===== config.mk =====
export PLATFORM = sky130hd
export DESIGN_NAME = uart_rx_frame_ctrl
export DESIGN_NICKNAME = d
export VERILOG_FILES = /design/src/rtl/uart_rx_frame_ctrl.sv
export SDC_FILE = /design/constraint.sdc
export NUM_CORES = 1
export LEC_CHECK = 0
export CAP_MARGIN = 20
export CORE_MARGIN = 2
export CORE_UTILIZATION = 51
export CTS_CLUSTER_SIZE = 12
export DETAILED_ROUTE_END_ITERATION = 10
export GPL_TIMING_DRIVEN = 0
export PLACE_DENSITY_LB_ADDON = 0.12
export SLEW_MARGIN = 30
export SYNTH_ARGS = -nofsm -noshare
export SYNTH_HDL_FRONTEND = slang
export SYNTH_SLANG_ARGS = --single-unit

===== constraint.sdc =====
create_clock -name CLK -period 2.8 [get_ports CLK]
set_input_delay 0.42 -clock CLK [delete_from_list [all_inputs] [get_ports CLK]]
set_output_delay 0.42 -clock CLK [all_outputs]
set_load 0.02 [all_outputs]

===== src/rtl/uart_rx_frame_ctrl.sv =====
// UART receive frame controller: start-bit detect, oversample/bit tracking,
// deserializer strobes, parity/stop checking and a one-cycle Data_Valid.
module uart_rx_frame_ctrl #(
  parameter int PRESCALE_W = 6
) (
  input  logic                  CLK,
  input  logic                  RST,
  input  logic                  RX_IN,
  input  logic [PRESCALE_W-1:0] Prescale,
  input  logic                  PAR_EN,
  input  logic                  PAR_TYP,
  input  logic                  Sampled_Bit,
  output logic [PRESCALE_W-1:0] Edge_Cnt,
  output logic                  Data_Samp_En,
  output logic                  Deser_En,
  output logic                  Data_Valid,
  output logic                  Par_Err,
  output logic                  Stp_Err,
  output logic                  Busy
);

  typedef enum logic [2:0] {
    IDLE,
    START,
    DATA,
    PARITY,
    STOP,
    DONE
  } state_e;

  state_e                  state_q, state_d;
  logic [PRESCALE_W-1:0]   edge_q, edge_d;
  logic [PRESCALE_W-1:0]   ps_q, ps_d;
  logic [2:0]              bit_q, bit_d;
  logic                    acc_q, acc_d;
  logic                    par_err_q, par_err_d;
  logic                    stp_err_q, stp_err_d;
  logic                    deser_en;
  logic                    data_valid;
  logic [PRESCALE_W-1:0]   ps_m1;
  logic                    bit_end;

  // Unsupported prescale values still wrap cleanly: PS-1 underflows to all-ones.
  assign ps_m1   = ps_q - PRESCALE_W'(1);
  assign bit_end = (edge_q == ps_m1);

  always_ff @(posedge CLK or negedge RST) begin
    if (!RST) begin
      state_q   <= IDLE;
      edge_q    <= '0;
      ps_q      <= PRESCALE_W'(8);
      bit_q     <= '0;
      acc_q     <= 1'b0;
      par_err_q <= 1'b0;
      stp_err_q <= 1'b0;
    end else begin
      state_q   <= state_d;
      edge_q    <= edge_d;
      ps_q      <= ps_d;
      bit_q     <= bit_d;
      acc_q     <= acc_d;
      par_err_q <= par_err_d;
      stp_err_q <= stp_err_d;
    end
  end

  always_comb begin
    state_d    = state_q;
    edge_d     = bit_end ? '0 : edge_q + PRESCALE_W'(1);
    ps_d       = ps_q;
    bit_d      = bit_q;
    acc_d      = acc_q;
    par_err_d  = par_err_q;
    stp_err_d  = stp_err_q;
    deser_en   = 1'b0;
    data_valid = 1'b0;

    case (state_q)
      IDLE: begin
        edge_d = '0;
        if (!RX_IN) begin
          state_d = START;
          ps_d    = Prescale;
        end
      end
      START: begin
        if (bit_end) begin
          if (Sampled_Bit) begin
            state_d = IDLE;
          end else begin
            state_d   = DATA;
            bit_d     = '0;
            acc_d     = 1'b0;
            par_err_d = 1'b0;
            stp_err_d = 1'b0;
          end
        end
      end
      DATA: begin
        if (bit_end) begin
          deser_en = 1'b1;
          acc_d    = acc_q ^ Sampled_Bit;
          bit_d    = bit_q + 3'd1;
          if (bit_q == 3'd7) begin
            state_d = PAR_EN ? PARITY : STOP;
          end
        end
      end
      PARITY: begin
        if (bit_end) begin
          if (Sampled_Bit != (acc_q ^ PAR_TYP)) begin
            par_err_d = 1'b1;
          end
          state_d = STOP;
        end
      end
      STOP: begin
        if (bit_end) begin
          if (!Sampled_Bit) begin
            stp_err_d = 1'b1;
          end
          state_d = DONE;
        end
      end
      DONE: begin
        data_valid = !par_err_q && !stp_err_q;
        // A low line here is the next start bit; this cycle counts as its first.
        if (!RX_IN) begin
          state_d = START;
          ps_d    = Prescale;
          edge_d  = PRESCALE_W'(1);
        end else begin
          state_d = IDLE;
          edge_d  = '0;
        end
      end
      default: begin
        state_d = IDLE;
        edge_d  = '0;
      end
    endcase
  end

  assign Edge_Cnt     = edge_q;
  assign Data_Samp_En = (state_q != IDLE);
  assign Busy         = (state_q != IDLE);
  assign Deser_En     = deser_en;
  assign Data_Valid   = data_valid;
  assign Par_Err      = par_err_q;
  assign Stp_Err      = stp_err_q;

endmodule


* After elaboration in Yosys (flattened, before gate mapping)
Cells that the tools add are included. Widths: inputs -> output; s select.
Storage, ports and cells: register bits 21, input bits 12, output and inout bits 12
Operators by class: $add $sub $neg 3, equal/unequal tests 17, mux-type cells 30, bitwise gates (word level) 3, reduce and logical (&&, ||, !) cells 15
Operator list (count):
- $mux 3 | 10
- $ne 2x2->1 const B | 9
- $pmux 3 s6 | 1
- $mux 1 | 12
- $pmux 6 s2 | 1
- $reduce_and 5->1 | 2
- $eq 3x3->1 const B | 3
- $add 6x1->6 const B | 1
- $eq 3x2->1 const B | 2
- $eq 6x6->1 | 1
- $mux 6 | 1
- $pmux 1 s2 | 3
- $pmux 3 s2 | 1
- $reduce_and 6->1 | 1
- $reduce_bool 2->1 | 3
- $sub 6x1->6 const B | 1
- $reduce_and 4->1 | 1
- $reduce_or 4->1 | 1
- $add 3x1->3 const B | 1
- $eq 3x1->1 const B | 1
- $logic_not 3->1 | 1
- $reduce_bool 3->1 | 1
- $logic_not 1->1 | 2
- $mux 2 | 1
- other kinds (6) | 7

* Longest topological paths before layout
word-level depth 5, depth in mapped cells 9

* Least setup slack after synthesis
OpenSTA, ideal clock, no wires.
path type register to output, from register ps_q[0], to output Deser_En, arrival 2.029 ns, required time 2.380 ns, setup slack 0.351 ns, stages on the path, launching flop included 6, path through dfrtp_1 or4_1 o21a_1 nor4_4 nand3_1 nor2_1
Between the ends: word-level cells in the longest chain between the ends 4
RTL lines:
- from (decl) | line 33 | logic [PRESCALE_W-1:0] ps_q, ps_d;
- from (signal assigned) | line 59 | ps_q <= ps_d;
- $sub 6x1->6 | line 44 | assign ps_m1 = ps_q - PRESCALE_W'(1);
- $eq 6x6->1 | line 45 | assign bit_end = (edge_q == ps_m1);
- $mux 1 | line 100 | if (bit_end) begin
- $mux 1 | line 78 | case (state_q)
- to (decl) | line 15 | output logic Deser_En,
Every way passes these cells.

* Worst setup path in the final report
Same ends and word-level chain as after synthesis.

==> flow_summary.ini <==
[outcome]
outcome = finished clean

[layout]
area_growth_syn_to_layout_pct = 28.18
register_area_um2 = 526.8
final_cells = 194
num_antenna_cells = 0
multi_input_comb_area_um2 = 720.7
drive_above_1_share_pct = 15.85
fin_util_pct = 67.55
num-nets-final = 181
fillCellCount = 188

[worst_setup_path]
endpoint_kind = primary output
cp_max_fo = 4
cp-start-kind = flop
cp.required_ns = 2.38
crit_type = flop to primary output
crit_arrival_ns = 2.23

[clock_network]
ctsHoldBuffers = 0
htree_levels = 1
cts_made_buffers = 3
cts-root-buf = clkbuf_4
tritoncts = built
clock-sinks = 21
insertion_delay_ns = 0.31
path_clk_slew_ns = 0.12
cts_buffer_depth = 2

[floorplan]
die_area_mm2 = 0.002905
start_util_pct = 52.70
die_y_um = 53.90
rows = 18
die_w_um = 53.90
ios = 24
core_area_mm2 = 0.002410

[pwr]
ir_drop_v = 0.0003312
powerDensity_mw_per_mm2 = 299.3
p_leak_nw = 0.7078
p_total_mw = 0.4872

[logic_synthesis]
synth_seq_area_share_pct = 41.48
yosys.cell_types.count = 38
yosys_warnings = 0
avgSynthCellArea_um2 = 9.694
synth-seq-cells = 21
netlist_area_mm2 = 0.001270
syn-num-nets = 147
synthCells = 131

[timing]
fin_crit_ns = 2.651
fin_skew_ns = 0.007556
hold_ws_ns = 0.04280
hold_viol_final = 0
slew_headroom_pct = 68.67
finalSetupViolCount = 0
tightest_slew_ns = 0.4700
slew_violations = 0
finalCritPeriodShare_pct = 94.69
timing.fmax_mhz = 377.2
fin_ws_ns = 0.1488

[route]
drtAntennaViolNets = 0
via_count = 1093
firstDrtPassIters = 5
drc_errors = 0
viasPerCell = 5.634
drt_iter0_markers = 29
wl_um = 2635
routedWlPerCell_um = 13.58

[grt]
grt_pass1_vias = 953
overflow = 0
grt_usage_pct = 19.58
grt_pass1_wl_um = 4071
antenna_found_initial = 0
grt_max_degree = 22

[place]
gp_congestion = 0.8696
portBuffers = 23
post-dp-hpwl_um = 1892
dp_slack_ns = -0.3577
dp_cells = 184

[job]
maxCapViolations = 0

[worst_hold_path]
holdCritPathClass = input pin to async pin
-- worst max-delay path: stages, from the launching register on --
cell	delay, ns
dfrtp_1	0.40
inv_1	0.06
ha_1	0.23
nor2b_1	0.14
or3_1	0.40
a31oi_4	0.28
nand3_4	0.13
nor2_1	0.11
buf_2	0.17
-- synth_stat cells --
cell type   n  share of area [%]
nand3_1     4                1.6
or3_1       2               0.99
a211oi_1    1               0.59
o31a_1      1               0.69
o22ai_1     4                2.0
ha_1        4                3.9
nor4_4      1                1.7
a22o_1      2                1.4
buf_2       1               0.39
nor4_2      1               0.99
or4_1       2                1.2
mux2_2      6                5.3
o22a_1      1               0.69
nor2_1     11                3.3
o41ai_1     1               0.69
nand2b_1    2               0.99
or4b_2      1               0.79
xnor2_1     7                4.8
dfstp_2     1                2.1
buf_4       1               0.59
and3_1      2               0.99
or2_0       1               0.49
nor4_1      2               0.99
o21ai_0     2               0.79
mux2i_1     3                2.4
inv_1       6                1.8
nand2_1     9                2.7
and3b_1     1               0.69
nand4_1     1               0.49
nor3_1      3                1.2
dfrtp_1    20                 39
o21ai_1     1               0.39
xor2_1      8                5.5
a31oi_1     5                2.5
nor2b_1     3                1.5
clkbuf_1    4                1.2
o21a_1      1               0.59
a21oi_1     5                2.0
-- area by class of cell --
| class | count | area share (%) |
|---|---|---|
| inverter | 6 | 1.384 |
| timing repair buffer | 29 | 16.30 |
| sequential | 21 | 32.36 |
| tap | 30 | 2.306 |
| clock inverter | 1 | 0.3075 |
| buffer | 6 | 1.691 |
| multi-input combinational | 98 | 44.27 |
| clock buffer | 3 | 1.384 |
-- through the flow --
stage	setup TNS, ns	cell area [um2]
2_1_floorplan	0	1270
3_3_place_gp	-0.2598	1538
3_5_place_dp	-0.3577	1538
4_1_cts	0	1602
5_1_grt	-0.04170	1628
6_report	0	1628
-- power breakdown --
group	internal [mW]	leakage [nW]	switching, mW
logic	0.0176	0.441	0.0151
registers	0.305	0.249	0.00207
clock network	0.0534	0.0177	0.0943
total	0.376	0.708	0.111
-- repair_timing --
| action | in CTS | in global routing |
|---|---|---|
| gates cloned | 0 | 0 |
| resized for setup | 6 | 2 |
| pin swaps | 1 | 1 |
| endpoints found under the setup margin | 1 | 1 |
| buffers inserted | 2 | 4 |
-- cell families (layout without fill, tap and decap cells) --
| kind of cell | count (synthesis) | after routing | synth area share, % |
|---|---|---|---|
| xor gates and xnor gates | 15 | 15 | 10.35 |
| buffers and inverters | 12 | 45 | 3.940 |
| adders and majority gates | 4 | 4 | 3.941 |
| AOI/OAI and AO/OA | 24 | 24 | 12.22 |
| and+or+nand+nor | 46 | 46 | 20.39 |
| muxes | 9 | 9 | 7.684 |
| DFF | 21 | 21 | 41.48 |
-- flip-flops by register name (all words and copies together), names as in the netlist --
signal	cells
Edge_Cnt	6
Par_Err	1
Stp_Err	1
acc_q	1
bit_q	3
ps_q	6
state_q	3
-- cells in the final DEF (no fill, tap or decap), types with 2 or more instances in the layout --
cell             netlist  final
nor4_1                 2      2
nand2_1                9      9
nor2b_1                3      3
and3_1                 2      2
mux2i_1                3      3
nor3_1                 3      3
clkbuf_4               0      3
a21oi_1                5      5
xor2_1                 8      8
xnor2_1                7      7
clkbuf_1               4      4
or3_1                  2      2
mux2_2                 6      6
nand3_1                4      3
a31oi_1                5      4
ha_1                   4      4
o21ai_0                2      2
a22o_1                 2      2
nor2_1                11     11
dfrtp_1               20     20
clkdlybuf4s50_1        0     21
or4_1                  2      2
buf_4                  1      7
o22ai_1                4      4
inv_1                  6      6
buf_2                  1      3
nand2b_1               2      2
-- routing by layer --
metal | GRT usage (%) | vias up | wire, um
met5 | 0 | - | 0
met4 | 8.974 | 0 | 25
met3 | 2.500 | 4 | 69
met2 | 33.94 | 22 | 1392
met1 | 23.99 | 531 | 1148
li1 | - | 536 | -
-- path summary, 6_finish.rpt --
kind                            depth (start not counted)  slack (ns)           to     from
worst max-delay path                                    8        0.15     Deser_En  ps_q[0]
worst min register to register                          1        0.56      ps_q[5]  ps_q[5]
max in group asynchronous                               1        2.41      ps_q[3]      RST
min in group CLK                                        1        0.56      ps_q[5]  ps_q[5]
worst min-delay path                                    1        0.04  Edge_Cnt[3]      RST
worst max register to register                         10        0.16      Stp_Err  ps_q[0]
(Power assumes the default switching activity.)
